### src/rtl/fix_pkg.sv
// Shared types and constants for the FIX framing stage.
//   state_e  : framer FSM states
//   SOH, CH_*: byte constants used by the header/trailer matcher
//   is_digit : true for ASCII '0'..'9'
package fix_pkg;

  typedef enum logic [3:0] {
    IDLE, HDR, BODY, T1, T10, CK0, CK1, CK2, CKEND, DROP
  } state_e;

  localparam logic [7:0] SOH   = 8'h01;
  localparam logic [7:0] CH_8  = 8'h38;
  localparam logic [7:0] CH_EQ = 8'h3D;
  localparam logic [7:0] CH_1  = 8'h31;
  localparam logic [7:0] CH_0  = 8'h30;

  function automatic logic is_digit(input logic [7:0] b);
    return (b >= 8'h30) && (b <= 8'h39);
  endfunction

endpackage

### src/rtl/fix_cks_acc.sv
// FIX checksum accumulator.
//   byte_i     : stream byte
//   accept_i   : byte belongs to the current (candidate) message
//   clear_i    : byte is the header '8'; restart the sum and the trailer value
//   snapshot_i : byte is a body SOH; latch the running sum including it
//   digit_i    : byte is a checksum digit; fold it into the decimal value
//   cks_ok_o   : trailer value fits a byte and equals the latched sum
module fix_cks_acc
  import fix_pkg::*;
(
  input  logic       clk,
  input  logic       rst,
  input  logic [7:0] byte_i,
  input  logic       accept_i,
  input  logic       clear_i,
  input  logic       snapshot_i,
  input  logic       digit_i,
  output logic       cks_ok_o
);

  logic [7:0] sum_q, snap_q, sum_nxt;
  logic [9:0] val_q;

  assign sum_nxt  = clear_i ? byte_i : sum_q + byte_i;
  assign cks_ok_o = (val_q[9:8] == 2'b00) && (val_q[7:0] == snap_q);

  always_ff @(posedge clk or negedge rst) begin
    if (!rst) begin
      sum_q  <= '0;
      snap_q <= '0;
      val_q  <= '0;
    end else if (accept_i) begin
      sum_q <= sum_nxt;
      if (snapshot_i) snap_q <= sum_nxt;
      // Digit bytes are '0'..'9', so the low nibble is the digit value.
      if (clear_i)      val_q <= '0;
      else if (digit_i) val_q <= val_q * 10'd10 + {6'd0, byte_i[3:0]};
    end
  end

endmodule

### src/rtl/fix_msg_framer.sv
// FIX message framer: hunts "8=", stores message bytes in the circular
// buffer, detects the "10=nnn<SOH>" trailer and reports start/end addresses.
//   data_i/valid_i : byte stream (always accepted)
//   full_i         : downstream location store full; new headers are dropped
//   wr_*_o         : buffer write port (registered, one cycle after accept)
//   start_*_o      : header accepted, address of the '8'
//   end_*_o        : message closed, address of the last stored byte
//   cks_err_o      : checksum mismatch or malformed trailer (with end pulse)
//   len_err_o      : length limit hit (with end pulse)
module fix_msg_framer
  import fix_pkg::*;
#(
  parameter int DATA_WIDTH = 5
) (
  input  logic                  clk,
  input  logic                  rst,
  input  logic [7:0]            data_i,
  input  logic                  valid_i,
  input  logic                  full_i,
  output logic                  wr_en_o,
  output logic [DATA_WIDTH-1:0] wr_addr_o,
  output logic [7:0]            wr_data_o,
  output logic                  start_message_o,
  output logic [DATA_WIDTH-1:0] start_addr_o,
  output logic                  end_message_o,
  output logic [DATA_WIDTH-1:0] end_addr_o,
  output logic                  cks_err_o,
  output logic                  len_err_o
);

  localparam logic [DATA_WIDTH-1:0] LEN_LAST = {{(DATA_WIDTH-1){1'b1}}, 1'b0};

  state_e                state_q, state_d, body_st;
  logic                  drop_q, drop_d;   // parsing a message that is not stored
  logic                  fs_q, fs_d;       // next body byte starts a field
  logic [DATA_WIDTH-1:0] wr_ptr_q, ptr_d, len_q, len_d;
  logic in_msg, is_ck, body_byte, good_close, malformed, lim, close, cks_ok;

  // DROP marks a dropped message at field start; the trailer sub-states are
  // shared with stored messages and drop_q suppresses their outputs.
  assign body_st    = drop_q ? DROP : BODY;
  assign in_msg     = !(state_q inside {IDLE, HDR});
  assign is_ck      = state_q inside {CK0, CK1, CK2};
  assign good_close = valid_i && (state_q == CKEND) && (data_i == SOH);
  assign malformed  = valid_i && ((is_ck && !is_digit(data_i)) ||
                                  ((state_q == CKEND) && (data_i != SOH)));
  assign lim        = valid_i && in_msg && (len_q == LEN_LAST) && !good_close;
  assign close      = good_close || malformed || lim;
  // Byte handled as ordinary body content, including trailer-match misses.
  assign body_byte  = valid_i &&
    ((((state_q == BODY) || (state_q == DROP)) && !(fs_q && (data_i == CH_1))) ||
     ((state_q == T1)  && (data_i != CH_0)) ||
     ((state_q == T10) && (data_i != CH_EQ)));

  fix_cks_acc u_cks (
    .clk        (clk),
    .rst        (rst),
    .byte_i     (data_i),
    .accept_i   (valid_i && (in_msg || (state_q == HDR) || (data_i == CH_8))),
    .clear_i    (valid_i && !in_msg && (data_i == CH_8)),
    .snapshot_i (body_byte && (data_i == SOH)),
    .digit_i    (valid_i && is_ck && is_digit(data_i)),
    .cks_ok_o   (cks_ok)
  );

  always_ff @(posedge clk or negedge rst) begin
    if (!rst) begin
      state_q  <= IDLE;
      drop_q   <= 1'b0;
      fs_q     <= 1'b0;
      wr_ptr_q <= '0;
      len_q    <= '0;
    end else begin
      state_q  <= state_d;
      drop_q   <= drop_d;
      fs_q     <= fs_d;
      wr_ptr_q <= ptr_d;
      len_q    <= len_d;
    end
  end

  always_comb begin
    state_d = state_q;
    drop_d  = drop_q;
    fs_d    = fs_q;
    ptr_d   = wr_ptr_q;
    len_d   = len_q;
    if (valid_i) begin
      case (state_q)
        IDLE: if (data_i == CH_8) state_d = HDR;
        HDR: begin
          if (data_i == CH_EQ) begin
            fs_d   = 1'b1;
            len_d  = DATA_WIDTH'(2);
            drop_d = full_i;
            if (full_i) state_d = DROP;
            else begin
              state_d = BODY;
              ptr_d   = wr_ptr_q + DATA_WIDTH'(2);
            end
          end else if (data_i != CH_8) begin
            state_d = IDLE;
          end
        end
        default: begin
          len_d = len_q + 1'b1;
          if (!drop_q)  ptr_d = wr_ptr_q + 1'b1;
          if (body_byte) fs_d = (data_i == SOH);
          if (close) begin
            state_d = IDLE;
            drop_d  = 1'b0;
          end else begin
            case (state_q)
              T1:      state_d = (data_i == CH_0)  ? T10 : body_st;
              T10:     state_d = (data_i == CH_EQ) ? CK0 : body_st;
              CK0:     state_d = CK1;
              CK1:     state_d = CK2;
              CK2:     state_d = CKEND;
              default: state_d = (fs_q && (data_i == CH_1)) ? T1 : body_st;
            endcase
          end
        end
      endcase
    end
  end

  logic                  wr_en_d, start_d, end_d, cks_err_d, len_err_d;
  logic [DATA_WIDTH-1:0] wr_addr_d, start_addr_d, end_addr_d;
  logic [7:0]            wr_data_d;

  always_comb begin
    wr_en_d      = 1'b0;
    wr_addr_d    = wr_addr_o;
    wr_data_d    = wr_data_o;
    start_d      = 1'b0;
    start_addr_d = start_addr_o;
    end_d        = 1'b0;
    end_addr_d   = end_addr_o;
    cks_err_d    = 1'b0;
    len_err_d    = 1'b0;
    if (valid_i) begin
      case (state_q)
        IDLE, HDR: begin
          // '8' is written speculatively and overwritten if "=" never follows.
          if (data_i == CH_8) begin
            wr_en_d   = 1'b1;
            wr_addr_d = wr_ptr_q;
            wr_data_d = data_i;
          end else if ((state_q == HDR) && (data_i == CH_EQ) && !full_i) begin
            wr_en_d      = 1'b1;
            wr_addr_d    = wr_ptr_q + 1'b1;
            wr_data_d    = data_i;
            start_d      = 1'b1;
            start_addr_d = wr_ptr_q;
          end
        end
        default: begin
          if (!drop_q) begin
            wr_en_d    = 1'b1;
            wr_addr_d  = wr_ptr_q;
            wr_data_d  = data_i;
            end_d      = close;
            end_addr_d = wr_ptr_q;
            cks_err_d  = malformed || (good_close && !cks_ok);
            len_err_d  = lim;
          end
        end
      endcase
    end
  end

  always_ff @(posedge clk or negedge rst) begin
    if (!rst) begin
      wr_en_o         <= 1'b0;
      wr_addr_o       <= '0;
      wr_data_o       <= '0;
      start_message_o <= 1'b0;
      start_addr_o    <= '0;
      end_message_o   <= 1'b0;
      end_addr_o      <= '0;
      cks_err_o       <= 1'b0;
      len_err_o       <= 1'b0;
    end else begin
      wr_en_o         <= wr_en_d;
      wr_addr_o       <= wr_addr_d;
      wr_data_o       <= wr_data_d;
      start_message_o <= start_d;
      start_addr_o    <= start_addr_d;
      end_message_o   <= end_d;
      end_addr_o      <= end_addr_d;
      cks_err_o       <= cks_err_d;
      len_err_o       <= len_err_d;
    end
  end

endmodule

### config.mk
export PLATFORM = sky130hd
export DESIGN_NAME = fix_msg_framer
export DESIGN_NICKNAME = d
export VERILOG_FILES = /design/src/rtl/fix_pkg.sv /design/src/rtl/fix_cks_acc.sv /design/src/rtl/fix_msg_framer.sv
export SDC_FILE = /design/constraint.sdc
export NUM_CORES = 1
export LEC_CHECK = 0
export BUFFER_PORTS_ARGS = -buffer_cell sky130_fd_sc_hd__buf_2
export CORE_MARGIN = 5
export CORE_UTILIZATION = 55
export DETAILED_ROUTE_END_ITERATION = 10
export MAX_ROUTING_LAYER = met4
export PLACE_DENSITY = 0.75
export REMOVE_ABC_BUFFERS = 1
export SYNTH_ARGS = -nofsm -noshare
export SYNTH_HDL_FRONTEND = slang
export SYNTH_HIERARCHICAL = 1
export SYNTH_SLANG_ARGS = --single-unit
export TNS_END_PERCENT = 1
### constraint.sdc
create_clock -name clk -period 5.3 [get_ports clk]
set_input_delay 0.265 -clock clk [delete_from_list [all_inputs] [get_ports clk]]
set_output_delay 0.265 -clock clk [all_outputs]
set_load 0.02 [all_outputs]
==> qor.csv <==
stage;metric;value;unit
placement;place_area;0.00458;sq mm
finish;n_antenna_cell;0;
floorplanning;dieArea;0.00980;sq mm
global_route;grt-ovfl-total;0;
yosys;yosysWarnings;6;
finish;drive_gt1_share;20.3;%
sta;setup_violations;0;
worst_hold_path;hold_class;primary input to asynchronous set/reset pin;
critical_path;cpMaxStageDelayCell;o21ai_1;
critical_path;cp_num_buf_inv;0;
drt;drc_errors;0;
run_status;status;completed;
floorplanning;rows;32;
critical_path;critPathCaptureType;flip-flop;
drt;first_iter_violations;230;
yosys;yosysSeqAreaShare;40.2;%
global_route;antenna_found_initial;0;
finish;final_common_cell;dfrtp_1;
finish;instances_no_fill;580;
placement;dp.cells;564;
floorplanning;fp.dieH;99;microns
sta;final_hold_viol_count;0;
floorplanning;coreArea;0.00773;sq mm
global_route;track_usage;21.9;%
critical_path;r2r-start;state_q[1];
sta;drv_slew;0;
power_and_ir_drop;p_leak;2.24;nW
yosys;ys_ff_latch;70;
clocking;cts_tree;built;
clocking;postCtsResizedCells;0;
critical_path;cp_max_fo;20;
yosys;netlist_area;0.00436;sq mm
finish;final_util;62.2;%
sta;fin_crit_sh;55.1;%
global_route;grt_max_degree;71;
clocking;root_buffer;clkbuf_8;
floorplanning;initial_core_util;56.4;%
critical_path;crit_start;state_q[1];
global_route;grt_pass1_vias;3415;
placement;routabilityCongestion;0.947;
critical_path;cp.required;5.54;ns
drt;vias;3441;
clocking;clk_latency;0.35;ns
critical_path;critPathArrivalTime;3.16;ns
clocking;clkSlewWorstSetupHoldPaths;0.09;ns
sta;rsz0062_at_grt;no;
yosys;yosysTopAreaCell;dfrtp_1;
finish;nets;513;
sta;fin_skew;0.0121;ns
power_and_ir_drop;p_per_area;490;mW/mm^2
sta;period_needed;2.92;ns
yosys;syn_avg_cell_area;9.92;sq um
global_route;grt_pass1_wl;16800;microns
critical_path;crit_path_cell_trace;or4_1, o21a_1, o21ai_1, nor2_1, a22o_1;
critical_path;rrSetupSlack;2.38;ns
placement;dpl.hpwl;7210;microns
yosys;postSynthCellCount;439;
run;drv_cap;0;
drt;wl_per_cell;17.0;microns
yosys;ys_async_sr_fraction;100;%
floorplanning;boundaryPins;40;
clocking;cts_hold_buf;0;
sta;relSlewSlack;27.1;%
finish;mostFrequentLayoutCells;dfrtp_1 (70), nand2_1 (42), nor2_1 (39), buf_2 (39), o21ai_0 (30);
power_and_ir_drop;vdd_ir_drop_max;0.303;mV
placement;io_buffers;39;
critical_path;ff2ff_path_depth;5;
drt;ant_nets;0;
sta;fmax;343;MHz
yosys;ys_top_cells_by_area;dfrtp_1 (40%), ha_1 (7.2%), mux2_2 (4.9%), nand2_1 (3.6%), o21ai_0 (3.4%);
clocking;cts_htree_levels;3;
critical_path;cpPeakStageDelay;0.70;ns
finish;area_growth;10.4;%
yosys;yosys.cell_types.count;68;
yosys;synth-main-ff-cell;dfrtp_1;
yosys;synth_top_area_share;40.2;%
clocking;post_cts_buffers;0;
critical_path;path_class;flip-flop to flip-flop;
floorplanning;die_w;99;microns
clocking;numCtsBuffers;9;
yosys;synth_edf_count;0;
critical_path;crit_family;compound AO/OA/AOI/OAI gates;
clocking;clockBufferDepth;2;
finish;fin_area;0.00481;sq mm
critical_path;worstReg2RegEnd;u_cks/val_q[5];
sta;setup-tns-final;0;ns
sta;worst_slew_pin_slew;1.09;ns
drt;drt_wl_total;9860;microns
critical_path;start_kind;flip-flop;
clocking;clock_sinks;70;
drt;drt_pass1_iterations;5;
drt;via_per_inst;5.93;
## metal layers
layer  vias up  global-route usage (%)  wire, microns  part of all wire, %
li1       1668                       -              -                    -
met1      1671                    29.6           4450                   45
met2        96                    33.0           4760                   48
met3         6                    5.02            588                  6.0
met4         0                    6.51             59                 0.60
met5         -                       -              0                    0
## how the worst max path moves through the flow
stage | end | slack (ns) | depth (start not counted)
2_1_floorplan | u_cks/val_q[9] | 2.78 | 9
3_3_place_gp | u_cks/val_q[5] | 2.47 | 7
3_5_place_dp | u_cks/val_q[6] | 2.38 | 7
4_1_cts | u_cks/val_q[6] | 2.42 | 5
5_1_grt | u_cks/val_q[7] | 2.18 | 5
6_report | u_cks/val_q[5] | 2.38 | 5
## logic make-up after synthesis
family	Yosys count	share of synthesized area (%)
compound gates	108	17.2
xor+xnor	32	6.75
fa+ha+maj	28	8.56
buf+inv	32	3.68
flops	70	40.2
mux	25	6.29
simple gates	144	17.3
## state kept, by name, indices dropped and copies added (netlist names), 4 cells and up
| register | count |
|---|---|
| u_cks/val_q | 10 |
| u_cks/snap_q | 8 |
| u_cks/sum_q | 8 |
| wr_data_o | 8 |
| end_addr_o | 5 |
| len_q | 5 |
| start_addr_o | 5 |
| wr_addr_o | 5 |
| wr_ptr_q | 5 |
| state_q | 4 |
## synthesized netlist by cell type (14+ instances only)
| cell type | n |
|---|---|
| dfrtp_1 | 70 |
| nor2_1 | 39 |
| nand2_1 | 42 |
| ha_1 | 25 |
| inv_1 | 14 |
| a21oi_1 | 23 |
| mux2_2 | 19 |
| o21ai_0 | 30 |
| xnor2_1 | 14 |
| xor2_1 | 17 |
## where the power goes
group | total [mW] | internal [mW] | switching, mW
clock network | 0.495 | 0.271 | 0.224
registers | 0.857 | 0.695 | 0.162
logic | 1.00 | 0.416 | 0.588
total | 2.36 | 1.38 | 0.974
## final cells by class
class	instances	area, sq um
Multi-Input combinational cell	337	2440
Tap cell	102	128
Fill cell	643	2920
Inverter	15	56.3
Clock inverter	7	103
Clock buffer	9	124
Sequential cell	70	1750
Timing Repair Buffer	40	203
## through the flow
step / power (mW) / worst slack (ns) / hold slack, ns
6_report: 2.36 / 2.38 / 0.0872
5_1_grt: 2.54 / 2.18 / 0.176
4_1_cts: 2.36 / 2.42 / 0.137
3_5_place_dp: 1.87 / 2.38 / 0.490
3_3_place_gp: 1.83 / 2.47 / 0.485
2_1_floorplan: 1.58 / 2.78 / -0.0306
Power figures use the tool's default switching activity.
